**config.mk**
```make
export PLATFORM = sky130hd
export DESIGN_NAME = exc_ctrl_flat
export DESIGN_NICKNAME = d
export VERILOG_FILES = /design/src/rtl/exc_ctrl_if.sv /design/src/rtl/exc_ctrl.sv /design/src/flat_wrapper.sv
export SDC_FILE = /design/constraint.sdc
export NUM_CORES = 1
export LEC_CHECK = 0
export CAP_MARGIN = 20
export CORE_UTILIZATION = 38
export CTS_BUF_LIST = sky130_fd_sc_hd__clkbuf_16
export CTS_CLUSTER_SIZE = 28
export DETAILED_ROUTE_END_ITERATION = 6
export MAX_ROUTING_LAYER = met4
export PLACE_DENSITY = 0.87
export SYNTH_ARGS = -nofsm -noshare
export SYNTH_HDL_FRONTEND = slang
export SYNTH_SLANG_ARGS = --single-unit
```
**constraint.sdc**
```tcl
create_clock -name clk -period 4 [get_ports clk]
set_input_delay 0.6 -clock clk [delete_from_list [all_inputs] [get_ports clk]]
set_output_delay 0.6 -clock clk [all_outputs]
set_load 0.005 [all_outputs]
```
**src/rtl/exc_ctrl_if.sv**
```systemverilog
// Bundle of decoder/CP0/PC-path signals between the CPU datapath and exc_ctrl.
// master = CPU side driving requests and CP0 reads, slave = the sequencer.
interface exc_ctrl_if #(
  parameter int NIRQ = 8
) ();
  logic            syscall_req;
  logic            break_req;
  logic            teq_req;
  logic            eret_req;
  logic [NIRQ-1:0] irq;
  logic [31:0]     pc;
  logic [31:0]     status;
  logic [31:0]     epc;

  logic            cp0_exception;
  logic            cp0_eret;
  logic [4:0]      cp0_cause;
  logic [31:0]     cp0_pc;
  logic            status_we;
  logic [31:0]     status_wdata;
  logic            stall;
  logic            pc_sel;
  logic [31:0]     pc_redirect;
  logic [NIRQ-1:0] irq_ack;
  logic            in_handler;

  modport master (
    output syscall_req, break_req, teq_req, eret_req, irq, pc, status, epc,
    input  cp0_exception, cp0_eret, cp0_cause, cp0_pc, status_we, status_wdata,
           stall, pc_sel, pc_redirect, irq_ack, in_handler
  );

  modport slave (
    input  syscall_req, break_req, teq_req, eret_req, irq, pc, status, epc,
    output cp0_exception, cp0_eret, cp0_cause, cp0_pc, status_we, status_wdata,
           stall, pc_sel, pc_redirect, irq_ack, in_handler
  );
endinterface

```
**src/rtl/exc_ctrl.sv**
```systemverilog
// Exception/interrupt sequencer for the single-cycle MIPS CPU.
// Takes one trap or IRQ at a time (no nesting), drives the CP0 entry/eret
// strobes with the Status push/pop, and redirects the PC to the handler and
// back to EPC.
//
// state   | meaning
// IDLE    | normal execution, requests accepted (except in the EPC redirect cycle)
// ENTER   | CP0 exception strobe + Status push, faulting instruction held
// VECTOR  | fetch redirected to EXC_VECTOR
// HANDLER | handler running, waiting for eret
// RETURN  | CP0 eret strobe + Status pop; next cycle redirects to EPC
module exc_ctrl #(
  parameter int          NIRQ       = 8,
  parameter logic [31:0] EXC_VECTOR = 32'h00400004,
  parameter logic [4:0]  CAUSE_INT  = 5'd0,
  parameter logic [4:0]  CAUSE_SYS  = 5'd8,
  parameter logic [4:0]  CAUSE_BRK  = 5'd9,
  parameter logic [4:0]  CAUSE_TEQ  = 5'd13
) (
  input logic       clk,
  input logic       rst,
  exc_ctrl_if.slave bus
);

  typedef enum logic [2:0] {
    S_IDLE,
    S_ENTER,
    S_VECTOR,
    S_HANDLER,
    S_RETURN
  } state_t;

  state_t          state_q, state_d;
  logic [NIRQ-1:0] pend_q, pend_d;
  logic [NIRQ-1:0] irq_prev_q;
  logic [4:0]      cause_q, cause_d;
  logic [31:0]     epc_pc_q, epc_pc_d;
  logic            exc_q, exc_d;
  logic            eret_q, eret_d;
  logic            swe_q, swe_d;
  logic [31:0]     swdata_q, swdata_d;
  logic            pc_sel_q, pc_sel_d;
  logic [31:0]     redir_q, redir_d;
  logic            in_hand_q, in_hand_d;

  logic            ie;
  logic            teq_hit, brk_hit, sys_hit, sync_hit, int_hit;
  logic [NIRQ-1:0] int_vec, ack_sel, irq_ack;
  logic            accept;
  logic [4:0]      cause_sel;

  // Masking and prioritisation of the candidate requests in this cycle.
  always_comb begin
    ie       = bus.status[0];
    teq_hit  = ie & bus.teq_req     & bus.status[3];
    brk_hit  = ie & bus.break_req   & bus.status[2];
    sys_hit  = ie & bus.syscall_req & bus.status[1];
    sync_hit = teq_hit | brk_hit | sys_hit;
    int_vec  = ie ? (pend_q & bus.status[8 +: NIRQ]) : '0;
    int_hit  = |int_vec;

    // Lowest index wins: the last match scanning downward is kept.
    ack_sel = '0;
    for (int i = NIRQ - 1; i >= 0; i--) begin
      if (int_vec[i]) begin
        ack_sel    = '0;
        ack_sel[i] = 1'b1;
      end
    end

    if (teq_hit)      cause_sel = CAUSE_TEQ;
    else if (brk_hit) cause_sel = CAUSE_BRK;
    else if (sys_hit) cause_sel = CAUSE_SYS;
    else              cause_sel = CAUSE_INT;

    // The EPC redirect cycle is not a real instruction, so nothing is taken
    // there; a pending IRQ waits one more cycle.
    accept  = ~rst & (state_q == S_IDLE) & ~pc_sel_q & (sync_hit | int_hit);
    irq_ack = (accept & ~sync_hit) ? ack_sel : '0;

    // Set wins over a same-cycle acknowledge.
    pend_d = (pend_q & ~irq_ack) | (bus.irq & ~irq_prev_q);
  end

  // Next-state and registered-output computation for the sequencer.
  always_comb begin
    state_d   = state_q;
    cause_d   = cause_q;
    epc_pc_d  = epc_pc_q;
    exc_d     = 1'b0;
    eret_d    = 1'b0;
    swe_d     = 1'b0;
    swdata_d  = swdata_q;
    pc_sel_d  = 1'b0;
    redir_d   = redir_q;
    in_hand_d = in_hand_q;

    case (state_q)
      S_IDLE: begin
        if (accept) begin
          state_d  = S_ENTER;
          cause_d  = cause_sel;
          epc_pc_d = bus.pc;
          exc_d    = 1'b1;
          swe_d    = 1'b1;
          swdata_d = bus.status << 5;
        end
      end
      S_ENTER: begin
        state_d   = S_VECTOR;
        pc_sel_d  = 1'b1;
        redir_d   = EXC_VECTOR;
        in_hand_d = 1'b1;
      end
      S_VECTOR: begin
        state_d = S_HANDLER;
      end
      S_HANDLER: begin
        if (bus.eret_req) begin
          state_d  = S_RETURN;
          eret_d   = 1'b1;
          swe_d    = 1'b1;
          swdata_d = bus.status >> 5;
        end
      end
      S_RETURN: begin
        state_d   = S_IDLE;
        pc_sel_d  = 1'b1;
        redir_d   = bus.epc;
        in_hand_d = 1'b0;
      end
      default: state_d = S_IDLE;
    endcase
  end

  // State and registered outputs; reset abandons any in-flight sequence.
  always_ff @(posedge clk or posedge rst) begin
    if (rst) begin
      state_q    <= S_IDLE;
      pend_q     <= '0;
      irq_prev_q <= '0;
      cause_q    <= '0;
      epc_pc_q   <= '0;
      exc_q      <= 1'b0;
      eret_q     <= 1'b0;
      swe_q      <= 1'b0;
      swdata_q   <= '0;
      pc_sel_q   <= 1'b0;
      redir_q    <= '0;
      in_hand_q  <= 1'b0;
    end else begin
      state_q    <= state_d;
      pend_q     <= pend_d;
      irq_prev_q <= bus.irq;
      cause_q    <= cause_d;
      epc_pc_q   <= epc_pc_d;
      exc_q      <= exc_d;
      eret_q     <= eret_d;
      swe_q      <= swe_d;
      swdata_q   <= swdata_d;
      pc_sel_q   <= pc_sel_d;
      redir_q    <= redir_d;
      in_hand_q  <= in_hand_d;
    end
  end

  // Hold the faulting instruction on acceptance, during entry, and on eret.
  always_comb begin
    bus.stall = accept | (state_q == S_ENTER) | ((state_q == S_HANDLER) & bus.eret_req);
  end

  assign bus.cp0_exception = exc_q;
  assign bus.cp0_eret      = eret_q;
  assign bus.cp0_cause     = cause_q;
  assign bus.cp0_pc        = epc_pc_q;
  assign bus.status_we     = swe_q;
  assign bus.status_wdata  = swdata_q;
  assign bus.pc_sel        = pc_sel_q;
  assign bus.pc_redirect   = redir_q;
  assign bus.irq_ack       = irq_ack;
  assign bus.in_handler    = in_hand_q;

endmodule

```
**src/flat_wrapper.sv**
```systemverilog
// flat-port wrapper written by rule: the top's interface ports become plain ports
module exc_ctrl_flat 
#(
  parameter int          NIRQ       = 8,
  parameter logic [31:0] EXC_VECTOR = 32'h00400004,
  parameter logic [4:0]  CAUSE_INT  = 5'd0,
  parameter logic [4:0]  CAUSE_SYS  = 5'd8,
  parameter logic [4:0]  CAUSE_BRK  = 5'd9,
  parameter logic [4:0]  CAUSE_TEQ  = 5'd13
)
  (clk, rst, bus_syscall_req, bus_break_req, bus_teq_req, bus_eret_req, bus_irq, bus_pc, bus_status, bus_epc, bus_cp0_exception, bus_cp0_eret, bus_cp0_cause, bus_cp0_pc, bus_status_we, bus_status_wdata, bus_stall, bus_pc_sel, bus_pc_redirect, bus_irq_ack, bus_in_handler);
  exc_ctrl_if #(.NIRQ(NIRQ)) bus_i ();
  input logic clk;
  input logic rst;
  input wire logic [$bits(bus_i.syscall_req)-1:0] bus_syscall_req;
  input wire logic [$bits(bus_i.break_req)-1:0] bus_break_req;
  input wire logic [$bits(bus_i.teq_req)-1:0] bus_teq_req;
  input wire logic [$bits(bus_i.eret_req)-1:0] bus_eret_req;
  input wire logic [$bits(bus_i.irq)-1:0] bus_irq;
  input wire logic [$bits(bus_i.pc)-1:0] bus_pc;
  input wire logic [$bits(bus_i.status)-1:0] bus_status;
  input wire logic [$bits(bus_i.epc)-1:0] bus_epc;
  output wire logic [$bits(bus_i.cp0_exception)-1:0] bus_cp0_exception;
  output wire logic [$bits(bus_i.cp0_eret)-1:0] bus_cp0_eret;
  output wire logic [$bits(bus_i.cp0_cause)-1:0] bus_cp0_cause;
  output wire logic [$bits(bus_i.cp0_pc)-1:0] bus_cp0_pc;
  output wire logic [$bits(bus_i.status_we)-1:0] bus_status_we;
  output wire logic [$bits(bus_i.status_wdata)-1:0] bus_status_wdata;
  output wire logic [$bits(bus_i.stall)-1:0] bus_stall;
  output wire logic [$bits(bus_i.pc_sel)-1:0] bus_pc_sel;
  output wire logic [$bits(bus_i.pc_redirect)-1:0] bus_pc_redirect;
  output wire logic [$bits(bus_i.irq_ack)-1:0] bus_irq_ack;
  output wire logic [$bits(bus_i.in_handler)-1:0] bus_in_handler;
  assign bus_i.syscall_req = bus_syscall_req;
  assign bus_i.break_req = bus_break_req;
  assign bus_i.teq_req = bus_teq_req;
  assign bus_i.eret_req = bus_eret_req;
  assign bus_i.irq = bus_irq;
  assign bus_i.pc = bus_pc;
  assign bus_i.status = bus_status;
  assign bus_i.epc = bus_epc;
  assign bus_cp0_exception = bus_i.cp0_exception;
  assign bus_cp0_eret = bus_i.cp0_eret;
  assign bus_cp0_cause = bus_i.cp0_cause;
  assign bus_cp0_pc = bus_i.cp0_pc;
  assign bus_status_we = bus_i.status_we;
  assign bus_status_wdata = bus_i.status_wdata;
  assign bus_stall = bus_i.stall;
  assign bus_pc_sel = bus_i.pc_sel;
  assign bus_pc_redirect = bus_i.pc_redirect;
  assign bus_irq_ack = bus_i.irq_ack;
  assign bus_in_handler = bus_i.in_handler;
  exc_ctrl #(.NIRQ(NIRQ), .EXC_VECTOR(EXC_VECTOR), .CAUSE_INT(CAUSE_INT), .CAUSE_SYS(CAUSE_SYS), .CAUSE_BRK(CAUSE_BRK), .CAUSE_TEQ(CAUSE_TEQ)) u_core (.clk(clk), .rst(rst), .bus(bus_i));
endmodule
```
==> flow_summary.toml <==
[floorplan]
core.rowCount = 41
start_util_pct = 39.4
ios = 225
fp.dieArea_sq_um = 13700
die_y_microns = 117
fp.dieW_microns = 117
core_area_sq_um = 12700

[synthesis]
synth_warnings = 0
async_flop_share_pct = 100
post-synth-top-count-cell = "dfrtp_1"
synth_seq_cells = 123
synth_top_family_by_area = "multiplexers"
syn_area_sq_um = 5020
synth-main-ff-cell = "dfrtp_1"
synth_commonest_cells = "dfrtp_1 (123), mux2_2 (69), a22o_1 (34), nand2_1 (34), o21ai_0 (25)"
yosysTopAreaCell = "dfrtp_1"
synth-simple-area-share_pct = 6.08
synth_xor_area_share_pct = 0.175
synthTopCellsByArea = "dfrtp_1 (61%), mux2_2 (15%), a22o_1 (5.9%), nand2_1 (2.5%), o21ai_0 (2.5%)"
syn_avg_cell_area_sq_um = 13.0
synth_compound_area_share_pct = 11.5
synth_edf_count = 0
synth_mux_area_share_pct = 16.5
postSynthCellCount = 386
yosysSeqAreaShare_pct = 61.3
synthAdderAreaFrac_pct = 0
synth_cell_types = 40
yosysTopAreaCellShare_pct = 61.3

[sta]
slew_viol_final = 0
finalHoldViolCount = 0
rsz0062_at_grt = "no"
slew-limit-headroom_pct = 30.5
layout_setup_ws_ns = 0.370
fin_hold_ws_ns = 0.422
min_period_ns = 3.63
skew_ns = 0.00790
fin_crit_sh_pct = 90.8
fmax_mhz = 275
fin_setup_tns_ns = 0
setup_violations = 0
worstMarginPinSlew_ns = 1.04

[critical_path]
crit_family = "buffers and inverters"
required_ns = 3.40
crit_arrival_ns = 3.03
path_cells = "clkdlybuf4s50_1 > a222oi_1 > nand3_1 > or3b_1 > nor3_1 > clkdlybuf4s50_1"
end_kind = "output pin"
cpMostUsedCell = "clkdlybuf4s50_1"
startpoint_type = "input port"
critPathKind = "input port to output pin"
slowest_delay_ns = 0.55
path_max_fanout = 4
crit_buf_inv = 2
worst_path_max_delay_cell = "a222oi_1"

[cells_and_area]
nets = 725
syn_to_final_growth_pct = 59.9
drive_gt1_share_pct = 18.0
fin_util_pct = 63.0

[routing]
drt-pass1-iter-count = 4
drtAntennaViolNets = 0
wl_per_cell_microns = 17.3
viasPerCell = 4.94
postRouteWirelength_mm = 13.9
vias = 3957
drtIter0Drc = 173
drcViolationCount = 0

[power]
powerDensity_nw_per_um2 = 720
power_switching_w = 0.00161
swShare_pct = 27.8
p_comb_share_pct = 38.3
p_seq_share_pct = 35.8
ir_worst_vdd_uv = 411
p_int_w = 0.00417
power_frac_clock_pct = 26.0
leakagePower_nw = 3.48

[global_route]
grt_overflow = 0
antenna_found_initial = 1
grt_first_pass_wirelength_mm = 21.2
grt_max_degree = 73
grt_util_all_layers_pct = 21.8
grt_pass1_vias = 4147

[clocking]
path_clk_slew_ns = 0.05
cts_resized = 0
insertion_delay_ns = 0.41
postCtsSetupRepairBufs = 0
cts_buffer_depth = 2
cts_root_buf = "clkbuf_16"
cts_tree = "yes"
cts_sinks = 123
hold_buffers = 0
htreeDepth = 4
numCtsBuffers = 17

[placement]
port_buffers = 222
place_ws_ns = 0.428
place_congestion = 0.790
dp_hpwl_mm = 9.96

[run]
cap_viol_max_count = 0

[worst_hold_path]
hold_class = "flip-flop to flip-flop"

[run_status]
outcome = "finished, final reports clean"
-- final timing paths --
check | from | end | slack (ns) | cells after the start
max | bus_status[3] | bus_irq_ack[7] | 0.37 | 6
min | u_core.irq_prev_q[4] | u_core.pend_q[4] | 0.42 | 1
max reg2reg | u_core.state_q[2] | u_core.bus.status_wdata[10] | 1.55 | 4
min reg2reg | u_core.irq_prev_q[4] | u_core.pend_q[4] | 0.42 | 1
max in group asynchronous | rst | u_core.bus.cp0_pc[15] | 2.41 | 3
min in group asynchronous | rst | u_core.irq_prev_q[4] | 0.82 | 2
-- layout make-up --
| class | count | area [sq um] |
|---|---|---|
| clock buffers | 17 | 425 |
| clock inverters | 15 | 159 |
| flip-flops and latches | 123 | 3080 |
| diodes | 1 | 2.50 |
| repair buffers | 231 | 2310 |
| well taps | 172 | 215 |
| multi-input cells | 218 | 1740 |
| fillers | 1037 | 4700 |
| inverters | 24 | 92.6 |
-- metrics by stage --
stage	std cells	cell area [sq um]	power, W
global route	801	8020	0.00610
detailed placement	767	7420	0.00428
finish	801	8020	0.00578
CTS	799	8000	0.00582
floorplan	387	5020	0.00293
global placement	767	7420	0.00420
-- layer usage --
layer	GRT usage, %	vias to the layer above	wire (microns)
met5	-	-	0
met4	9.87	0	291
met3	6.49	25	937
met2	36.3	160	7100
met1	24.3	1946	5520
li1	-	1826	-
-- cells by family after synthesis --
logic type,Yosys count
flip-flops,123
AO/OA/AOI/OAI,79
multiplexers,74
AND/OR/NAND/NOR,62
XOR/XNOR,1
other,1
buffers and inverters,46
-- registers in the layout, indices dropped and copies added (netlist names) --
| signal | cells |
|---|---|
| u_core.bus.pc_redirect | 32 |
| u_core.bus.status_we | 1 |
| u_core.bus.in_handler | 1 |
| u_core.bus.pc_sel | 1 |
| u_core.bus.status_wdata | 32 |
| u_core.irq_prev_q | 8 |
| u_core.state_q | 3 |
| u_core.pend_q | 8 |
| u_core.bus.cp0_exception | 1 |
| u_core.bus.cp0_eret | 1 |
| u_core.bus.cp0_cause | 3 |
| u_core.bus.cp0_pc | 32 |
-- power groups by stage --
stage,clock network [W],registers [W],logic (W)
after floorplan,0,0.00206,0.000870
after global placement,0,0.00205,0.00215
after detailed placement,0,0.00207,0.00221
after CTS,0.00153,0.00207,0.00223
after global routing,0.00159,0.00213,0.00238
final,0.00150,0.00207,0.00221
-- placed cells by master (no fill, tap or decap), types with 2 or more instances in the layout --
master,n
nor2_1,8
o2bb2ai_1,2
a221o_1,2
dfrtp_1,123
clkinv_2,3
bufinv_16,3
inv_1,24
o41ai_1,2
nand2_1,34
o22a_1,2
clkinvlp_4,4
o22ai_1,2
nand2b_1,2
nor3_1,3
mux2i_1,5
clkbuf_16,17
mux2_2,69
buf_4,7
conb_1,2
nand3_1,4
clkdlybuf4s50_1,222
nand4_1,2
a22o_1,34
o21ai_0,25
clkinv_1,2
a21oi_1,3
Power figures use the tool's default switching activity.
